$ cat src/rtl/bypass_sub_pkg.sv
// rtl/bypass_sub_pkg.sv - shared constants, state encoding and helpers for bypass_subtractor_seq
package bypass_sub_pkg;

  localparam int DEF_N = 32;
  localparam int DEF_K = 4;

  typedef enum logic [1:0] {
    ST_IDLE = 2'd0,
    ST_RUN  = 2'd1,
    ST_DONE = 2'd2
  } state_e;

  // Number of K-bit slices needed to cover an n-bit operand.
  function automatic int num_blocks(input int n, input int k);
    return n / k;
  endfunction

endpackage

$ cat src/rtl/skip_sub_block.sv
// rtl/skip_sub_block.sv - one K-bit slice of A + ~B + carry with a borrow-skip mux
module skip_sub_block #(
  parameter int K = 4
) (
  input  logic [K-1:0] a,
  input  logic [K-1:0] nb,
  input  logic         cin,
  output logic [K-1:0] s,
  output logic         cout,
  output logic         p
);

  logic [K:0] sum;

  // Ripple sum of the slice; when every bit propagates, the incoming carry is
  // forwarded directly, which is exactly what the ripple would produce anyway.
  always_comb begin
    sum  = {1'b0, a} + {1'b0, nb} + {{K{1'b0}}, cin};
    s    = sum[K-1:0];
    p    = &(a ^ nb);
    cout = p ? cin : sum[K];
  end

endmodule

$ cat src/rtl/bypass_subtractor_seq.sv
// rtl/bypass_subtractor_seq.sv - block-serial A - B - Bin with valid/ready on both sides
module bypass_subtractor_seq
  import bypass_sub_pkg::*;
#(
  parameter int N = DEF_N,
  parameter int K = DEF_K
) (
  input  logic         clk,
  input  logic         rst_n,
  input  logic         in_valid,
  output logic         in_ready,
  input  logic [N-1:0] A,
  input  logic [N-1:0] B,
  input  logic         Bin,
  output logic         out_valid,
  input  logic         out_ready,
  output logic [N-1:0] Diff,
  output logic         Bout,
  output logic         Ovf
);

  localparam int NUM_BLOCKS = num_blocks(N, K);
  localparam int IW = (NUM_BLOCKS > 1) ? $clog2(NUM_BLOCKS) : 1;
  localparam logic [IW-1:0] LAST_IDX = IW'(NUM_BLOCKS - 1);

  localparam logic [1:0] IDLE = ST_IDLE;
  localparam logic [1:0] RUN  = ST_RUN;
  localparam logic [1:0] DONE = ST_DONE;

  if ((N % K) != 0) begin : g_bad_width
    $error("bypass_subtractor_seq: N must be a multiple of K");
  end

  logic [1:0]    state;
  logic [IW-1:0] idx;
  logic [N-1:0]  a_sh;
  logic [N-1:0]  nb_sh;
  logic          carry;
  logic          a_sign;
  logic          b_sign;

  logic [K-1:0]  blk_s;
  logic          blk_cout;
  logic          blk_p;
  logic          unused_blk_p;

  // Operands are shifted right each RUN cycle so the active slice is always
  // the low K bits; this is equivalent to selecting slice idx of the latched
  // operands without a wide variable-index mux.
  skip_sub_block #(.K(K)) u_blk (
    .a    (a_sh[K-1:0]),
    .nb   (nb_sh[K-1:0]),
    .cin  (carry),
    .s    (blk_s),
    .cout (blk_cout),
    .p    (blk_p)
  );

  // Slice propagate is only of interest inside the slice's skip mux.
  assign unused_blk_p = blk_p;

  // Handshake flags follow directly from the state.
  assign in_ready  = (state == IDLE);
  assign out_valid = (state == DONE);

  // FSM, operand latch, slice sequencing and result registers.
  // Diff is filled from the top: after NUM_BLOCKS shifts slice 0 lands in the
  // low bits and the last slice computed occupies the sign position.
  always_ff @(posedge clk) begin
    if (!rst_n) begin
      state  <= IDLE;
      idx    <= '0;
      a_sh   <= '0;
      nb_sh  <= '0;
      carry  <= 1'b0;
      a_sign <= 1'b0;
      b_sign <= 1'b0;
      Diff   <= '0;
      Bout   <= 1'b0;
      Ovf    <= 1'b0;
    end else begin
      case (state)
        IDLE: begin
          if (in_valid) begin
            a_sh   <= A;
            nb_sh  <= ~B;
            carry  <= ~Bin;
            a_sign <= A[N-1];
            b_sign <= B[N-1];
            idx    <= '0;
            state  <= RUN;
          end
        end
        RUN: begin
          a_sh  <= a_sh >> K;
          nb_sh <= nb_sh >> K;
          carry <= blk_cout;
          Diff  <= (Diff >> K) | (N'(blk_s) << (N - K));
          if (idx == LAST_IDX) begin
            Bout  <= ~blk_cout;
            Ovf   <= (a_sign != b_sign) && (blk_s[K-1] != a_sign);
            state <= DONE;
          end else begin
            idx <= idx + 1'b1;
          end
        end
        DONE: begin
          if (out_ready) begin
            state <= IDLE;
          end
        end
        default: state <= IDLE;
      endcase
    end
  end

endmodule
$ cat config.mk
export PLATFORM = sky130hd
export DESIGN_NAME = bypass_subtractor_seq
export DESIGN_NICKNAME = d
export VERILOG_FILES = /design/src/rtl/bypass_sub_pkg.sv /design/src/rtl/skip_sub_block.sv /design/src/rtl/bypass_subtractor_seq.sv
export SDC_FILE = /design/constraint.sdc
export NUM_CORES = 1
export LEC_CHECK = 0
export ABC_AREA = 1
export BUFFER_PORTS_ARGS = -buffer_cell sky130_fd_sc_hd__clkbuf_2
export CELL_PAD_IN_SITES_DETAIL_PLACEMENT = 0
export CELL_PAD_IN_SITES_GLOBAL_PLACEMENT = 1
export CORE_MARGIN = 2
export CORE_UTILIZATION = 41
export DETAILED_ROUTE_END_ITERATION = 10
export GPL_ROUTABILITY_DRIVEN = 0
export GPL_TIMING_DRIVEN = 0
export PLACE_DENSITY_LB_ADDON = 0.1
export SYNTH_ARGS = -nofsm -noshare
export SYNTH_HDL_FRONTEND = slang
export SYNTH_SLANG_ARGS = --single-unit
$ cat constraint.sdc
create_clock -name clk -period 2.7 [get_ports clk]
set_input_delay 0.54 -clock clk [delete_from_list [all_inputs] [get_ports clk]]
set_output_delay 0.54 -clock clk [all_outputs]
set_load 0.02 [all_outputs]
==> impl_metrics.ini, run 1 <==
[run_status]
status = completed

[logic_synthesis]
synth_fp_nets = 695
synthAdderAreaFrac_pct = 2.54
ys_ff_latch = 106
synth.distinct_cells = 27
synth_compound_area_share_pct = 21.9
synthCells = 618
ys_warn_count = 0
synth_area_um2 = 4530
synth_top_family_by_area = compound AO/OA/AOI/OAI gates
muxShareOfSynthArea_pct = 0
synth_simple_gate_area_share_pct = 19.7
avgSynthCellArea_um2 = 7.34
synth-xor-area-share_pct = 0.193
ys_seq_area_share_pct = 46.8

[final_layout]
area_growth_pct = 19.5
fin_nets = 809
stdcell_count = 875
final_layout_size_suffix_gt1_share_pct = 20.4
post-route-cell-area_um2 = 5420
diodes = 0

[min_path]
min-delay-start = A[29]
holdPathStages = 3
hp-class = in2reg
hold_path_end = a_sh[29]

[place]
dpl.cell_count = 861
port-buffer-count = 103
placed_cell_area_um2 = 5230
post-dp-hpwl_um = 8760

[pwr]
swShare_pct = 30.0
seq_power_share_pct = 51.4
fin_total_pwr_mw = 3.50
power_frac_comb_pct = 20.2
p_per_area_nw_per_um2 = 645
internal_power_mw = 2.45
leakage_nw = 2.43
clkPwrFrac_pct = 28.4
vdd_drop_max_uv = 471
p_sw_mw = 1.05

[floorplanning]
fp.dieW_um = 109
start_util_pct = 42.0
rows = 38
dieArea_um2 = 11900
core_area_um2 = 10800
die_y_um = 109
pin_count = 105

[timing]
period_minus_slack_ns = 2.02
finalClockSkew_ns = 0.00830
fmax_mhz = 495
rsz0062_at_grt = no
finalCritPeriodShare_pct = 74.8
report.final.slew_viol_count = 0
tns_ns = 0
slew_headroom_pct = 56.6
hold_ws_ns = 0.403
hold_violations = 0
setup_viol = 0
worstMarginPinSlew_ns = 0.650

[clock_network]
ctsHoldBuffers = 0
root_buffer = clkbuf_8
clock_path_buffers = 2
cts_tree = yes
clk_latency_ns = 0.37
ctsResizeCount = 0
cts_buffers = 9
clock_sinks = 106
htreeDepth = 3
post_cts_buffers = 0
clkSlewWorstSetupHoldPaths_ns = 0.09

[global_route]
grt_max_degree = 16
grt-ovfl-total = 0
antenna_found_initial = 0
grt_pass1_wl_um = 18700
grt_usage_pct = 20.2
grt_pass1_vias = 3842

[setup_path]
start_kind = flop
cp_data_required_time_ns = 2.97
crit_arrival_ns = 2.29
cp-end-kind = flop
r2r_end = Bout
crit_path_start = a_sh[0]
r2r_slack_ns = 0.68
cp_max_fo = 2
r2r_cells = 9
r2r-start = a_sh[0]
crit_type = reg2reg

[job]
maxCapViolations = 0

[routing]
avgRoutedWirePerCell_um = 13.6
ant_nets = 0
drc_errors = 0
first_pass_iters = 5
via_per_inst = 4.85
vias = 4248
drt_iter0_drc = 216
routed_wl_um = 11900
==> cell families (layout without fill, tap and decap cells) <==
family                     count (synthesis)  in the layout
and+or+nand+nor                          226            226
AOI/OAI and AO/OA                        192            192
DFF                                      106            106
buffers and inverters                     85            202
adders and majority gates                  8              8
xor gates and xnor gates                   1              1
==> power by group through the flow <==
stage          Clock, mW  Combinational (mW)  Sequential (mW)
6_report           0.994               0.705             1.80
5_1_grt             1.08               0.799             1.81
4_1_cts             1.02               0.711             1.80
3_5_place_dp           0               0.709             1.83
3_3_place_gp           0               0.695             1.83
2_1_floorplan          0               0.436             1.86
==> cells in the mapped netlist <==
library cell / number / area share, %
buf_6: 7 / 1.7
a211oi_1: 1 / 0.17
clkbuf_1: 19 / 1.6
nor3_1: 1 / 0.11
nand2_1: 91 / 7.5
o21ai_1: 7 / 0.77
clkbuf_2: 1 / 0.11
nor2_1: 118 / 9.8
xor2_1: 1 / 0.19
a31oi_1: 10 / 1.4
nand4_1: 1 / 0.14
or2_2: 3 / 0.41
o21ai_0: 132 / 15
buf_4: 4 / 0.66
inv_2: 2 / 0.17
o21a_1: 3 / 0.50
o211a_1: 1 / 0.22
nor2_2: 1 / 0.14
ha_1: 6 / 1.7
o211ai_1: 1 / 0.17
nand2_4: 3 / 0.74
dfxtp_1: 106 / 47
inv_1: 40 / 3.3
a21oi_1: 37 / 4.1
nand3_1: 8 / 0.88
fa_1: 2 / 0.88
buf_2: 12 / 1.3
==> cell type report <==
type,count,area [um^2]
sequential,106,2120
clock inverter,3,40.0
buffer,43,245
fill,1124,5380
tap,140,175
clock buffer,11,151
timing repair buffer,103,515
multi-input combinational,427,2010
inverter,42,158
==> worst max path at each step <==
stage / to / slack (ns) / cells after the start
finish: Bout / 0.68 / 9
global route: Bout / 0.56 / 9
CTS: Bout / 0.68 / 9
detailed placement: Bout / 0.72 / 9
global placement: Bout / 0.75 / 9
floorplan: Bout / 0.95 / 9
==> critical path, stage by stage (launching register included) <==
cell     delay [ns]
dfxtp_1        0.36
inv_1          0.08
fa_1           0.45
fa_1           0.42
o21ai_0        0.19
nand2_1        0.09
o21ai_0        0.13
nand2_1        0.10
nand2_1        0.07
inv_1          0.03
==> metrics by stage <==
stage	utilization, %	setup slack [ns]
after floorplan	-	0.948
after detailed placement	48.4	0.721
after global placement	48.4	0.754
after global routing	50.2	0.560
final	50.2	0.680
after CTS	50.2	0.680
==> routing by layer <==
metal	share of wire, %	up-vias	track usage [%]
met5	0	-	0
met4	1.6	0	6.23
met3	4.3	13	4.42
met2	46	80	32.5
met1	48	1922	27.0
li1	-	2233	-
==> state kept, by name, indices dropped and copies added, names as in the netlist, named ones only <==
register / cells
idx: 3
Diff: 32
Bout: 1
a_sign: 1
Ovf: 1
state: 2
nb_sh: 32
b_sign: 1
a_sh: 32
==> placed cells by master (no fill, tap or decap), types with 8 or more instances in the layout <==
cell,count
clkbuf_2,104
nor2_1,118
a21oi_1,37
nand3_1,8
o21ai_0,132
dfxtp_1,106
buf_2,12
inv_1,40
clkbuf_8,11
nand2_1,91
clkbuf_1,19
a31oi_1,10
Power figures use the tool's default switching activity.
==> run 2: changes to the inputs <==
--- a/config.mk
+++ b/config.mk
@@ -10,7 +10,7 @@
 export CELL_PAD_IN_SITES_DETAIL_PLACEMENT = 0
 export CELL_PAD_IN_SITES_GLOBAL_PLACEMENT = 1
 export CORE_MARGIN = 2
-export CORE_UTILIZATION = 41
+export CORE_UTILIZATION = 38
 export DETAILED_ROUTE_END_ITERATION = 10
 export GPL_ROUTABILITY_DRIVEN = 0
 export GPL_TIMING_DRIVEN = 0
==> constraint.sdc (replaced) <==
create_clock -name clk -period 2 [get_ports clk]
set_input_delay 0.4 -clock clk [delete_from_list [all_inputs] [get_ports clk]]
set_output_delay 0.4 -clock clk [all_outputs]
set_load 0.02 [all_outputs]
==> impl_metrics.ini, run 2 (synthesis results as in run 1) <==
[min_path]
holdPathStages = 3
min-delay-start = A[29]
hp-class = in2reg

[timing]
hold_violations = 0
worstMarginPinSlew_ns = 0.583
tns_ns = 0
finalCritPeriodShare_pct = 90.8
setup_viol = 0
period_minus_slack_ns = 1.82
rsz0062_at_grt = no
finalClockSkew_ns = 0.00589
worst_slack_ns = 0.184
fmax_mhz = 551
report.final.slew_viol_count = 0
slew_headroom_pct = 61.1

[floorplanning]
dieArea_um2 = 12800
core_area_um2 = 11500
start_util_pct = 39.4
rows = 39
die_y_um = 113
pin_count = 105
fp.dieW_um = 113

[global_route]
grt_pass1_vias = 4027
grt_pass1_wl_um = 19900
grt_usage_pct = 19.5
grt_max_degree = 17
antenna_found_initial = 0
grt-ovfl-total = 0

[pwr]
p_sw_mw = 1.50
fin_total_pwr_mw = 5.00
leakage_nw = 2.46
seq_power_share_pct = 48.4
vdd_drop_max_uv = 374
power_frac_comb_pct = 19.0
swShare_pct = 30.0
p_per_area_nw_per_um2 = 911
clkPwrFrac_pct = 32.6
internal_power_mw = 3.50

[final_layout]
diodes = 0
final_layout_size_suffix_gt1_share_pct = 20.7
area_growth_pct = 21.1
layout_common_cells = o21ai_0 (131), nor2_1 (118), dfxtp_1 (106), clkbuf_2 (104), nand2_1 (91)
fill_cells = 1230
stdcell_count = 879
fin_nets = 809
seq_area_um2 = 2120
multiInputGateArea_um2 = 2010
reg.largest.list = Diff x32, a_sh x32, nb_sh x32
layout_commonest_cell = o21ai_0

[setup_path]
start_kind = flop
r2r_cells = 9
crit_type = reg2reg
crit_path_start = a_sh[0]
cp-end-kind = flop
r2r-start = a_sh[0]
cp_data_required_time_ns = 2.26
cp_max_fo = 2
crit_arrival_ns = 2.07

[run_status]
status = finished with violations
violations = design-rule violations

[clock_network]
clock_path_buffers = 2
root_buffer = clkbuf_16
htreeDepth = 3
ctsHoldBuffers = 0
clock_sinks = 106
clk_latency_ns = 0.36
clkSlewWorstSetupHoldPaths_ns = 0.07
post_cts_buffers = 0
cts_tree = yes
ctsResizeCount = 0
cts_buffers = 9

[place]
port-buffer-count = 103
post-dp-hpwl_um = 8900
place_ws_ns = 0.108
dpl.cell_count = 864

[routing]
routed_wl_um = 12000
vias = 4277
via_per_inst = 4.87
ant_nets = 0
drt_iter0_drc = 218
first_pass_iters = 8
drc_errors = 4
avgRoutedWirePerCell_um = 13.7

[job]
maxCapViolations = 0
run 2: power groups by stage:
| stage | clock [mW] | combinational (mW) | sequential (mW) |
|---|---|---|---|
| after floorplan | 0 | 0.588 | 2.51 |
| after global placement | 0 | 0.941 | 2.47 |
| after detailed placement | 0 | 0.954 | 2.47 |
| after CTS | 1.68 | 0.958 | 2.43 |
| after global routing | 1.74 | 1.09 | 2.45 |
| final | 1.63 | 0.949 | 2.42 |
run 2: final cells by class:
| type | instances | share of cell area (%) |
|---|---|---|
| Tap cell | 143 | 3.26 |
| Clock buffer | 9 | 4.10 |
| Clock inverter | 6 | 0.638 |
| Timing Repair Buffer | 103 | 9.39 |
| Sequential cell | 106 | 38.6 |
| Inverter | 42 | 2.87 |
| Multi-Input combinational cell | 427 | 36.6 |
| Buffer | 43 | 4.47 |
run 2: routing by layer:
| metal | track usage [%] | part of all wire (%) |
|---|---|---|
| met5 | 0 | 0 |
| met4 | 7.56 | 1.6 |
| met3 | 3.00 | 3.3 |
| met2 | 30.9 | 45 |
| met1 | 26.9 | 50 |
run 2: critical path, stage by stage, from the launching register on:
cell and delay (ns):
dfxtp_1 0.34, inv_1 0.07, fa_1 0.46, fa_2 0.37, o21ai_1 0.14, nand2_1 0.07
o21ai_0 0.09, nand2_1 0.08, nand2_1 0.06, inv_1 0.03
run 2: worst paths after layout:
kind,end,slack [ns]
worst max-delay path,Bout,0.18
worst min-delay path,a_sh[29],0.28
worst max register to register,Bout,0.18
worst min register to register,a_sh[15],0.45
run 2: metrics by stage:
stage	hold slack, ns	cell area, um^2	utilization [%]
final	0.282	5490	47.7
after global routing	0.288	5490	47.7
after CTS	0.274	5490	47.7
after detailed placement	0.439	5230	45.4
after global placement	0.433	5230	45.4
after floorplan	0.424	4530	-
